`config.mk`:
```
export PLATFORM = sky130hd
export DESIGN_NAME = conv
export DESIGN_NICKNAME = d
export VERILOG_FILES = /design/src/rtl/conv_pkg.sv /design/src/rtl/conv_window.sv /design/src/rtl/conv.sv
export SDC_FILE = /design/constraint.sdc
export NUM_CORES = 1
export LEC_CHECK = 0
export CAP_MARGIN = 20
export CORE_MARGIN = 5
export CORE_UTILIZATION = 50
export DETAILED_ROUTE_END_ITERATION = 8
export GPL_TIMING_DRIVEN = 0
export PLACE_DENSITY = 0.67
export SLEW_MARGIN = 20
export SYNTH_ARGS = -nofsm -noshare
export SYNTH_HDL_FRONTEND = slang
export SYNTH_HIERARCHICAL = 1
export SYNTH_SLANG_ARGS = --single-unit
```
`constraint.sdc`:
```
create_clock -name clk -period 4.28 [get_ports clk]
set_input_delay 0.428 -clock clk [delete_from_list [all_inputs] [get_ports clk]]
set_output_delay 0.428 -clock clk [all_outputs]
set_load 0.02 [all_outputs]
```
`src/rtl/conv_pkg.sv`:
```
// Shared constants and types for the 3x3 Laplacian edge-detection block.
package conv_pkg;

  localparam int unsigned PIX_W_DEF = 8;
  localparam int unsigned ACC_W_DEF = 12;
  localparam int          CLAMP_MAX = 255;

  typedef logic [1:0] idx_t;

  localparam int signed KERNEL [3][3] = '{
    '{-1, -1, -1},
    '{-1,  8, -1},
    '{-1, -1, -1}
  };

endpackage

```
`src/rtl/conv_window.sv`:
```
// 3x3 pixel window store: address decode, nine pixel registers and the loaded mask.
module conv_window
  import conv_pkg::*;
#(
  parameter int unsigned PIX_W = PIX_W_DEF
) (
  input  logic                  clk_i,
  input  logic                  rst_i,
  input  logic                  we_i,
  input  idx_t                  row_i,
  input  idx_t                  col_i,
  input  logic [PIX_W-1:0]      data_i,
  output logic [8:0][PIX_W-1:0] pix_o,
  output logic                  full_o
);

  logic [8:0][PIX_W-1:0] pix_q, pix_d;
  logic [8:0]            loaded_q, loaded_d;
  logic [3:0]            idx;

  always_comb begin
    pix_d    = pix_q;
    loaded_d = loaded_q;
    idx      = {2'b00, row_i} * 4'd3 + {2'b00, col_i};
    // Row or column 3 is outside the window; such writes are dropped entirely.
    if (we_i && (row_i != 2'd3) && (col_i != 2'd3)) begin
      pix_d[idx]    = data_i;
      loaded_d[idx] = 1'b1;
    end
  end

  always_ff @(posedge clk_i or posedge rst_i) begin
    if (rst_i) begin
      pix_q    <= '0;
      loaded_q <= '0;
    end else begin
      pix_q    <= pix_d;
      loaded_q <= loaded_d;
    end
  end

  assign pix_o  = pix_q;
  assign full_o = &loaded_q;

endmodule

```
`src/rtl/conv.sv`:
```
// 3x3 Laplacian convolution with registered, clamped output.
// Define CONV_ABS_EN to report negative sums by magnitude instead of clamping to 0.
module conv
  import conv_pkg::*;
#(
  parameter int unsigned PIX_W = PIX_W_DEF,
  parameter int unsigned ACC_W = ACC_W_DEF
) (
  input  logic             clk,
  input  logic             rst,
  input  logic             data_in,
  input  logic [1:0]       row_in,
  input  logic [1:0]       col_in,
  input  logic [PIX_W-1:0] data,
  output logic [PIX_W-1:0] out,
  output logic             out_valid
);

  logic [8:0][PIX_W-1:0]   pix;
  logic                    full;
  logic signed [ACC_W-1:0] acc;
  logic signed [ACC_W-1:0] mag;
  logic [PIX_W-1:0]        out_d, out_q;
  logic                    valid_q;

  conv_window #(
    .PIX_W (PIX_W)
  ) u_window (
    .clk_i  (clk),
    .rst_i  (rst),
    .we_i   (data_in),
    .row_i  (row_in),
    .col_i  (col_in),
    .data_i (data),
    .pix_o  (pix),
    .full_o (full)
  );

  always_comb begin
    acc = '0;
    for (int unsigned r = 0; r < 3; r++) begin
      for (int unsigned c = 0; c < 3; c++) begin
        acc = acc + ACC_W'(KERNEL[r][c])
                  * $signed({{(ACC_W-PIX_W){1'b0}}, pix[r*3+c]});
      end
    end
  end

  always_comb begin
`ifdef CONV_ABS_EN
    mag = acc[ACC_W-1] ? -acc : acc;
`else
    mag = acc[ACC_W-1] ? '0 : acc;
`endif
    out_d = (mag > ACC_W'(CLAMP_MAX)) ? PIX_W'(CLAMP_MAX) : mag[PIX_W-1:0];
  end

  always_ff @(posedge clk or posedge rst) begin
    if (rst) begin
      out_q   <= '0;
      valid_q <= 1'b0;
    end else begin
      out_q   <= out_d;
      valid_q <= full;
    end
  end

  assign out       = out_q;
  assign out_valid = valid_q;

endmodule

```
==> results of run 1 <==
## final cells by class
| type | instances | area (sq um) | share of cell area, % |
|---|---|---|---|
| sequential | 90 | 2252 | 33.15 |
| multi-input combinational | 249 | 3289 | 48.42 |
| clock buffer | 11 | 232.7 | 3.425 |
| tap | 143 | 178.9 | 2.634 |
| buffer | 4 | 33.78 | 0.4972 |
| inverter | 123 | 464.2 | 6.832 |
| timing repair buffer | 28 | 300.3 | 4.420 |
| clock inverter | 3 | 42.54 | 0.6262 |
## state kept, by name, indices dropped and copies added, names as in the netlist
register / flops
out_valid: 1
out: 8
u_window/pix_o: 72
u_window/loaded_q: 9
## how the worst max path moves through the flow
stage	endpoint	cells past startpoint
2_1_floorplan	out[0]	13
3_3_place_gp	out[2]	13
3_5_place_dp	out[3]	13
4_1_cts	out[2]	14
5_1_grt	out[1]	14
6_report	out[1]	14
## layout by cell type (no fill, tap or decap), types with 3 or more instances in the layout
| master | instances |
|---|---|
| a21oi_1 | 6 |
| clkbuf_16 | 9 |
| mux2_2 | 24 |
| nor2_1 | 8 |
| mux2_4 | 32 |
| nor2b_1 | 6 |
| mux2_1 | 16 |
| buf_4 | 4 |
| ha_4 | 7 |
| dfrtp_1 | 90 |
| fa_1 | 55 |
| nand2_1 | 5 |
| clkdlybuf4s50_1 | 23 |
| nand2b_1 | 9 |
| o21ai_0 | 5 |
| ha_1 | 15 |
| a22oi_1 | 4 |
| a22oi_2 | 4 |
| and2b_1 | 3 |
| nand4_4 | 9 |
| inv_1 | 121 |
| xnor2_1 | 6 |
## per-stage QoR
step	setup TNS, ns	cell area, sq um	util [%]	hold slack (ns)	setup WS [ns]
floorplan	0	5859	-	0.2559	0.1807
global placement	-0.4235	6269	54.66	0.4491	-0.06104
detailed placement	-0.6823	6299	54.93	0.4525	-0.09797
CTS	0	6624	57.76	0.4424	0.001847
global route	-0.3440	6794	59.25	0.4750	-0.05537
finish	0	6794	59.25	0.4391	0.1197
## repair_timing
item	4_1_cts	5_1_grt
pin swaps	3	14
setup endpoints to repair	8	8
resized for setup	5	22
endpoints found under the hold margin	0	0
setup buffers	2	3
hold buffers	0	0
## cell families after synthesis
| group | Yosys count | share of synthesized area (%) |
|---|---|---|
| XOR/XNOR | 8 | 1.196 |
| multiplexers | 74 | 16.23 |
| flip-flops | 90 | 38.44 |
| AO/OA/AOI/OAI | 33 | 4.228 |
| buffers and inverters | 127 | 8.456 |
| AND/OR/NAND/NOR | 57 | 7.965 |
| adder cells (fa/ha/maj) | 77 | 23.49 |
## routing by layer
metal	share of wire, %	wire [um]	track usage (%)	up-vias
met5	0	0	0	-
met4	1.1	114	3.226	0
met3	2.8	293	4.250	11
met2	52	5508	26.51	38
met1	44	4635	21.69	1725
li1	-	-	-	1547
## worst max-delay path, stage by stage (launching register included)
cell and delay (ns):
dfrtp_1 0.34, inv_1 0.06, fa_1 0.58, fa_1 0.46
fa_1 0.55, inv_1 0.06, fa_1 0.52, inv_1 0.08
ha_4 0.28, a21oi_4 0.17, o22ai_2 0.12, o31a_1 0.29
o311ai_4 0.26, buf_12 0.16, a22oi_1 0.08
==> results.toml, run 1 <==
[cells_and_area]
num-fill-cells = 917
nets = 597
drive_gt1_share_pct = 22.24
fin_cells = 651
syn2layout_area_growth_pct = 15.95
num_antenna_cells = 0

[global_route]
grt_pass1_vias = 3582
grt_max_degree = 48
antenna_found_initial = 0
grtUsageTotal_pct = 16.09
overflow = 0
grt_pass1_wl_um = 17950

[floorplan]
ios = 24
rows = 39
die_w_um = 118.3
coreArea_sq_mm = 0.01147
die_area_sq_mm = 0.01398
die_h_um = 118.3
initial_utilization_pct = 51.10

[job]
maxCapViolations = 0

[placement]
port_buffers = 23
place_congestion = 0.8013
hpwl_um = 7602
dp_cells = 633

[route]
vias_per_cell = 5.101
drt-total-wl_um = 10550
vias = 3321
drt_iter0_markers = 75
drc = 0
wire_per_inst_um = 16.21
antenna_left = 0
dr.pass1.iters = 4

[worst_setup_path]
crit_type = "reg2reg"
worstSetupEndpointType = "register"
cp_data_required_time_ns = 4.48
r2r-start = "u_window/pix_o[12]"
critPathArrivalTime_ns = 4.36
reg2reg_depth = 14
cp-start-kind = "register"
critical_path.startpoint = "u_window/pix_o[12]"
timing.rr.end = "out[1]"
timing.critical_path.fanout_max = 8
reg2reg_setup_slack_ns = 0.12

[synthesis]
synth_edf_count = 0
postSynthCellCount = 466
synthArstFlopShare_pct = 100.0
syn_area_sq_mm = 0.005859
synth_cell_types = 45
syn-mean-instance-area_sq_um = 12.57
synth_commonest_cells = "123 x inv_1, 90 x dfrtp_1, 55 x fa_1"
synth.top_cell.area_share_pct = 38.44
synth_top_area_cell = "dfrtp_1"
synth_nets = 558
synthFlopType = "dfrtp_1"
seq_area_frac_synth_pct = 38.44
synth_warnings = 6
synth.area.top_cells = "dfrtp_1 38%, fa_1 19%, mux2_4 8.2%, inv_1 7.9%, ha_1 4.7%"
yosys.cell_count.top_type = "inv_1"
synth-seq-cells = 90

[sta]
slew_headroom_pct = 68.24
finalCriticalPeriod_ns = 4.160
clock_skew_ns = 0.007196
maxSlewViolCount = 0
clock.fmax_ghz = 0.2404
tightest_slew_ns = 0.4765
hold_violations = 0
final.period_utilization_pct = 97.20
setup_viol = 0

[cts]
clockBufferDepth = 2
clk-insertion-delay-late_ns = 0.34
cts.htree.levels = 3
cts_made_buffers = 9
clock_sinks = 90
cts_tree = "built"
clk_pin_slew_worst_paths_ns = 0.06
clock-root-buffer = "clkbuf_16"

[min_path]
min_path_type = "in2async"

[outcome]
status = "complete, no violations"
Power of run 1 is left out: the tool's default activity adds up to more than one toggle a clock period on the data nets, which glitch-free logic cannot reach.
==> inputs of run 2 (changes only) <==
RECOVER_POWER = 25   (was default)
SKIP_CTS_REPAIR_TIMING = 1   (was default)
==> results.toml, run 2 (same netlist as run 1, synthesis figures left out) <==
[sta]
hold_violations = 0
clock_skew_ns = 0.006941
setup_viol = 0
maxSlewViolCount = 36
clock.fmax_ghz = 0.2395
slew_headroom_pct = -4.034
finalCriticalPeriod_ns = 4.175
final.period_utilization_pct = 97.55
tightest_slew_ns = 1.552

[cells_and_area]
final_cell_mix = "121 x inv_1, 90 x dfrtp_1, 55 x fa_1"
num_antenna_cells = 0
nets = 596
largest_register_ff_count = 72
utilization_pct = 58.87
syn2layout_area_growth_pct = 15.20
layout_commonest_cell = "inv_1"
drive_gt1_share_pct = 22.09

[floorplan]
die_w_um = 118.3
ios = 24
die_area_sq_mm = 0.01398
initial_utilization_pct = 51.10
rows = 39
coreArea_sq_mm = 0.01147
die_h_um = 118.3

[route]
drt-total-wl_um = 10520
drt_iter0_markers = 81
wl_met1_um = 4578
dr.pass1.iters = 4
wl_met2_um = 5441
vias = 3301
wire_per_inst_um = 16.19
top_layer = "met4"
drc = 0
met3WireLength_um = 338
antenna_left = 0
vias_per_cell = 5.078

[cts]
clockBufferDepth = 2
cts_made_buffers = 9
clock_sinks = 90
cts_tree = "built"
clk-insertion-delay-late_ns = 0.34
clk_pin_slew_worst_paths_ns = 0.06
clock-root-buffer = "clkbuf_16"
cts.htree.levels = 3

[worst_setup_path]
critPathArrivalTime_ns = 4.38
reg2reg_setup_slack_ns = 0.10
cp_data_required_time_ns = 4.48
reg2reg_depth = 14
timing.rr.end = "out[1]"
crit_type = "reg2reg"
timing.critical_path.fanout_max = 8
r2r-start = "u_window/pix_o[57]"
worstSetupEndpointType = "register"
cp-start-kind = "register"

[global_route]
grtUsageTotal_pct = 15.89
grt_max_degree = 48
antenna_found_initial = 0
grt_pass1_vias = 3533
overflow = 0
grt_pass1_wl_um = 17690

[placement]
port_buffers = 23
place_congestion = 0.8013
hpwl_um = 7602

[min_path]
whs_path_depth = 1
hold_path_startpoint = "u_window/loaded_q[4]"
min_path_type = "reg2reg"
holdPathEnd = "u_window/loaded_q[4]"

[job]
maxCapViolations = 1

[outcome]
status = "finished with violations"
violations = "max-capacitance violations, max-slew violations"
run 2: stage by stage:
stage	area [sq um]	worst slack (ns)	cells	hold slack, ns	setup TNS, ns
after global placement	6269	-0.06104	632	0.4491	-0.4235
after CTS	6574	-0.1248	647	0.4424	-0.8990
final	6750	0.1050	650	0.4697	0
after detailed placement	6299	-0.09797	633	0.4525	-0.6823
after floorplan	5859	0.1807	466	0.2559	0
after global routing	6750	-0.05520	650	0.4752	-0.3865
run 2: worst max-delay path by stage:
stage                             from  endpoint  cells after the start
finish              u_window/pix_o[57]    out[1]                     14
CTS                 u_window/pix_o[10]    out[2]                     13
global route        u_window/pix_o[57]    out[6]                     14
floorplan           u_window/pix_o[42]    out[0]                     13
detailed placement  u_window/pix_o[10]    out[3]                     13
global placement    u_window/pix_o[42]    out[2]                     13
run 2: critical path: stages (launching register included):
cell and delay, ns:
dfrtp_1 0.35, inv_1 0.06, fa_1 0.50, fa_1 0.53, fa_1 0.52, inv_1 0.06
fa_1 0.57, inv_1 0.08, ha_4 0.18, a21oi_4 0.19, a211oi_4 0.10, o31a_1 0.34
o311ai_4 0.29, buf_6 0.17, a22oi_1 0.09
run 2: metal layers:
metal / up-vias / global-route usage (%)
li1: 1542 / -
met1: 1706 / 21.53
met2: 37 / 25.98
met3: 16 / 4.250
met4: 0 / 3.226
met5: - / 0
run 2: area by class of cell:
cell class / instances / area, sq um
multi-input cells: 249 / 3286
clock buffers: 11 / 232.7
well taps: 143 / 178.9
fillers: 929 / 4717
clock inverters: 3 / 42.54
inverters: 123 / 462.9
plain buffers: 4 / 33.78
flip-flops and latches: 90 / 2252
repair buffers: 27 / 261.5
Power of run 2 is left out for the same reason.
==> inputs of run 3 (changes only) <==
TNS_END_PERCENT = 30   (was default)
==> results of run 3 <==
No change in the layout: final DEF, timing and power equal those of run 2.
Power of run 3 is left out for the same reason.
==> edit 1 (flow settings as in run 3) <==
Add a define of `CONV_ABS_EN`.
--- a/src/rtl/conv.sv
+++ b/src/rtl/conv.sv
@@ -1,5 +1,7 @@
 // 3x3 Laplacian convolution with registered, clamped output.
 // Define CONV_ABS_EN to report negative sums by magnitude instead of clamping to 0.
+`define CONV_ABS_EN
+
 module conv
   import conv_pkg::*;
 #(
Check against the original RTL: not equivalent (Yosys sat finds a counterexample within 4 cycles, from zero or initial values and one cycle with rst high).
==> edit 1 against run 3 <==
  * The run ends with capacitance limit, slew limit, setup timing left
  * Cell area increased by 6.7%
  * Wire length increased by 10%
  * Worst setup slack got worse by 420 ps
  * Clock skew about the same
  * Global-route usage increased by 1.3 points
  * Sequential cell count unchanged
  * Synthesized area increased by 5.9%
  * Critical path depth increased by 1
  * Critical endpoint unchanged
  * Highest routed layer unchanged
Power is left out: the tool's default activity adds up to more than one toggle a clock period on the data nets, which glitch-free logic cannot reach.
==> edit 1: results <==
outcome:
  status: "finished with violations"
  violations: "capacitance limit, slew limit, setup timing"
detailed_routing:
  post_drt_wl_per_cell_um: 16.1
  num_vias: 3673
grt:
  grt_pass1_vias: 3866
  grt_util_all_layers: 0.172
  grt_max_degree: 43
finish:
  multi_input_area_sq_mm: 0.00365
  buffers: 37
  layout.cell_area.non_filler_sq_mm: 0.00720
  n_fill_cell: 1021
  seq_cells: 90
  clkCellAreaFrac: 0.0429
  nonClockInverterCount: 112
  clock_buffers: 10
  multi_input_comb_cells: 299
  fin_nets: 642
  sh_seq_area: 0.313
  buf_share: 0.0495
placement:
  place_hpwl_um: 8580
  gp_congestion: 0.778
  post_dp_cell_area_sq_mm: 0.00675
timing:
  setup_viol: 8
  worst_slack_ps: -320
  slew_headroom: -0.292
  finalMaxSlewViolations: 42
logic_synthesis:
  ys_types: 63
  synth-seq-area-share: 0.363
  syn_nets: 600
  yosys-top-cells-count: "112 x inv_1, 90 x dfrtp_1, 55 x fa_1"
worst_hold_path:
  min_from: "u_window/loaded_q[5]$_DFFE_PP0P_"
setup_path:
  cp.arrival_ps: 4830
  worstReg2RegStart: "u_window/pix_o[42]$_DFFE_PP0P_"
run:
  drv_cap: 1
[edit 1: how the worst min path moves through the flow]
stage	end
final	u_window/loaded_q[5]$_DFFE_PP0P_
after global routing	u_window/loaded_q[5]$_DFFE_PP0P_
after CTS	out[7]$_DFF_PP0_
after detailed placement	u_window/loaded_q[4]$_DFFE_PP0P_
after global placement	u_window/loaded_q[8]$_DFFE_PP0P_
after floorplan	out[0]$_DFF_PP0_
[edit 1: routing by layer]
metal	global-route usage	vias up	wire length (um)
li1	-	1738	-
met1	0.223	1886	5270
met2	0.290	41	5920
met3	0.0471	8	312
met4	0.0357	0	116
met5	0	-	0
[edit 1: cells by family after synthesis]
kind of cell / Yosys count / synth area share
AND/OR/NAND/NOR: 78 / 0.0976
flip-flops: 90 / 0.363
buffers and inverters: 118 / 0.0754
adder cells (fa/ha/maj): 78 / 0.224
multiplexers: 74 / 0.153
XOR/XNOR: 10 / 0.0153
AO/OA/AOI/OAI: 59 / 0.0714
[edit 1: through the flow]
stage | TNS, ps | setup WS (ps) | cells
6_report | -2460 | -320 | 721
5_1_grt | -4070 | -530 | 721
4_1_cts | -4030 | -521 | 714
3_5_place_dp | -3790 | -489 | 699
3_3_place_gp | -3300 | -418 | 698
2_1_floorplan | -702 | -89.4 | 507
[edit 1: worst max-delay path, stage by stage (launching register included)]
cell	delay (ps)
dfrtp_1	400
fa_1	540
inv_1	50
fa_1	500
fa_1	450
fa_1	500
ha_1	290
buf_6	140
o211ai_1	160
a21boi_1	190
o2111ai_1	320
o311ai_4	180
a31o_2	290
a211oi_4	230
buf_6	160
o21bai_1	70
==> edit 2 (flow settings as in run 3) <==
Without the edit above. Make the reset (`rst` and `rst_i`) synchronous in 2 clocked blocks.
--- a/src/rtl/conv_window.sv
+++ b/src/rtl/conv_window.sv
@@ -29,7 +29,7 @@
     end
   end
 
-  always_ff @(posedge clk_i or posedge rst_i) begin
+  always_ff @(posedge clk_i) begin
     if (rst_i) begin
       pix_q    <= '0;
       loaded_q <= '0;
--- a/src/rtl/conv.sv
+++ b/src/rtl/conv.sv
@@ -55,7 +55,7 @@
     out_d = (mag > ACC_W'(CLAMP_MAX)) ? PIX_W'(CLAMP_MAX) : mag[PIX_W-1:0];
   end
 
-  always_ff @(posedge clk or posedge rst) begin
+  always_ff @(posedge clk) begin
     if (rst) begin
       out_q   <= '0;
       valid_q <= 1'b0;
Check against the original RTL: differs if rst is asserted again (counterexample within 4 cycles, from zero or initial values and one cycle with rst high); with rst held inactive, the same outputs for 4 cycles.
==> edit 2 against run 3 <==
  * Worst setup slack better by 54 ps
  * Sequential cell count did not move
  * Wire length increased by 14%
  * Synthesized cell count grew 29%
  * First-iteration DRC count grew 49%
  * Via count grew 20%
  * Critical endpoint is now out[7]$_SDFF_PP0_
  * Cell area up 0.17%
  * Synthesized area rose by 0.13%
Power is left out: it rests on default switching activity, and per cell area and clock period it moved more than threefold.
==> edit 2: results <==
grt:
  grt_pass1_vias: 4371
  gr-usage-met3: 0.0478
  grt_use_met1: 0.229
  grt_max_degree: 15
  grt_util_all_layers: 0.189
  met2_usage: 0.330
  grt_pass1_wl_um: 21200
finish:
  clkCellAreaFrac: 0.0415
  drive_gt1_frac: 0.125
  multi_input_comb_cells: 353
  fin_nets: 734
  layout.cell_area.non_filler_sq_mm: 0.00676
  seq_cells: 90
  nonClockInverterCount: 126
  area_delta_synth_final_pct: 15.2
  sh_seq_area: 0.268
  n_fill_cell: 968
  multi_input_area_sq_mm: 0.00354
  buf_share: 0.0699
outcome:
  status: "complete, no violations"
placement:
  post-place-ws_ps: -193
  placed_cells: 766
  post_dp_cell_area_sq_mm: 0.00628
  gp_congestion: 0.879
  place_hpwl_um: 8920
clocking:
  clkTransAtPathRegs_ps: 60
timing:
  finalMaxSlewViolations: 0
  period_share: 0.963
  slew_headroom: 0.368
  skew_ps: 3.55
  whs_ps: 450
logic_synthesis:
  synth_compound_area_frac: 0.0584
  syn_inst: 600
  muxShareOfSynthArea: 0.125
  yosys-top-cells-count: "126 x inv_1, 90 x dfxtp_1, 80 x nand2b_1"
  synthFlopType: "dfxtp_1"
  syn_nets: 692
  ys_types: 48
  synth-xor-area-share: 0.0104
  synth_area_leaders: "dfxtp_1 31%, fa_1 19%, mux2i_1 12%"
  synth-seq-area-share: 0.307
  async_flop_share: 0
  synth_fa_ha_area_frac: 0.235
detailed_routing:
  num_vias: 3960
  post_drt_wl_per_cell_um: 15.2
  met1Wirelength_um: 5270
  drtIter0Drc: 121
  wirelength_um: 12000
  dr_wl_met3_um: 330
  dr_wl_met2_um: 6190
setup_path:
  cp_max_fo: 5
  crit_path_max_incr_delay_ps: 520
  rrSetupSlack_ps: 160
edit 2: changes by cell type after synthesis, sizes merged, moves of 5 or more:
cell    delta
clkbuf     +7
a31oi      +8
nor2       +5
a21oi     +13
nand2b    +71
dfxtp     +90
a22oi      -8
mux2i     +71
buf       +20
mux2      -72
dfrtp     -90
nand3      +6
edit 2: path summary, 6_finish.rpt:
kind	from	to	cells after the start
worst max-delay path	u_window/pix_o[3]$_SDFFE_PP0P_	out[7]$_SDFF_PP0_	16
worst min-delay path	u_window/loaded_q[2]$_SDFFE_PP0P_	u_window/loaded_q[2]$_SDFFE_PP0P_	2
worst max register to register	u_window/pix_o[3]$_SDFFE_PP0P_	out[7]$_SDFF_PP0_	16
worst min register to register	u_window/loaded_q[2]$_SDFFE_PP0P_	u_window/loaded_q[2]$_SDFFE_PP0P_	2
edit 2: tightest hold or removal path: stages, from the launching register on:
cell     delay [ps]
dfxtp_1         310
inv_1            50
a21oi_1          50
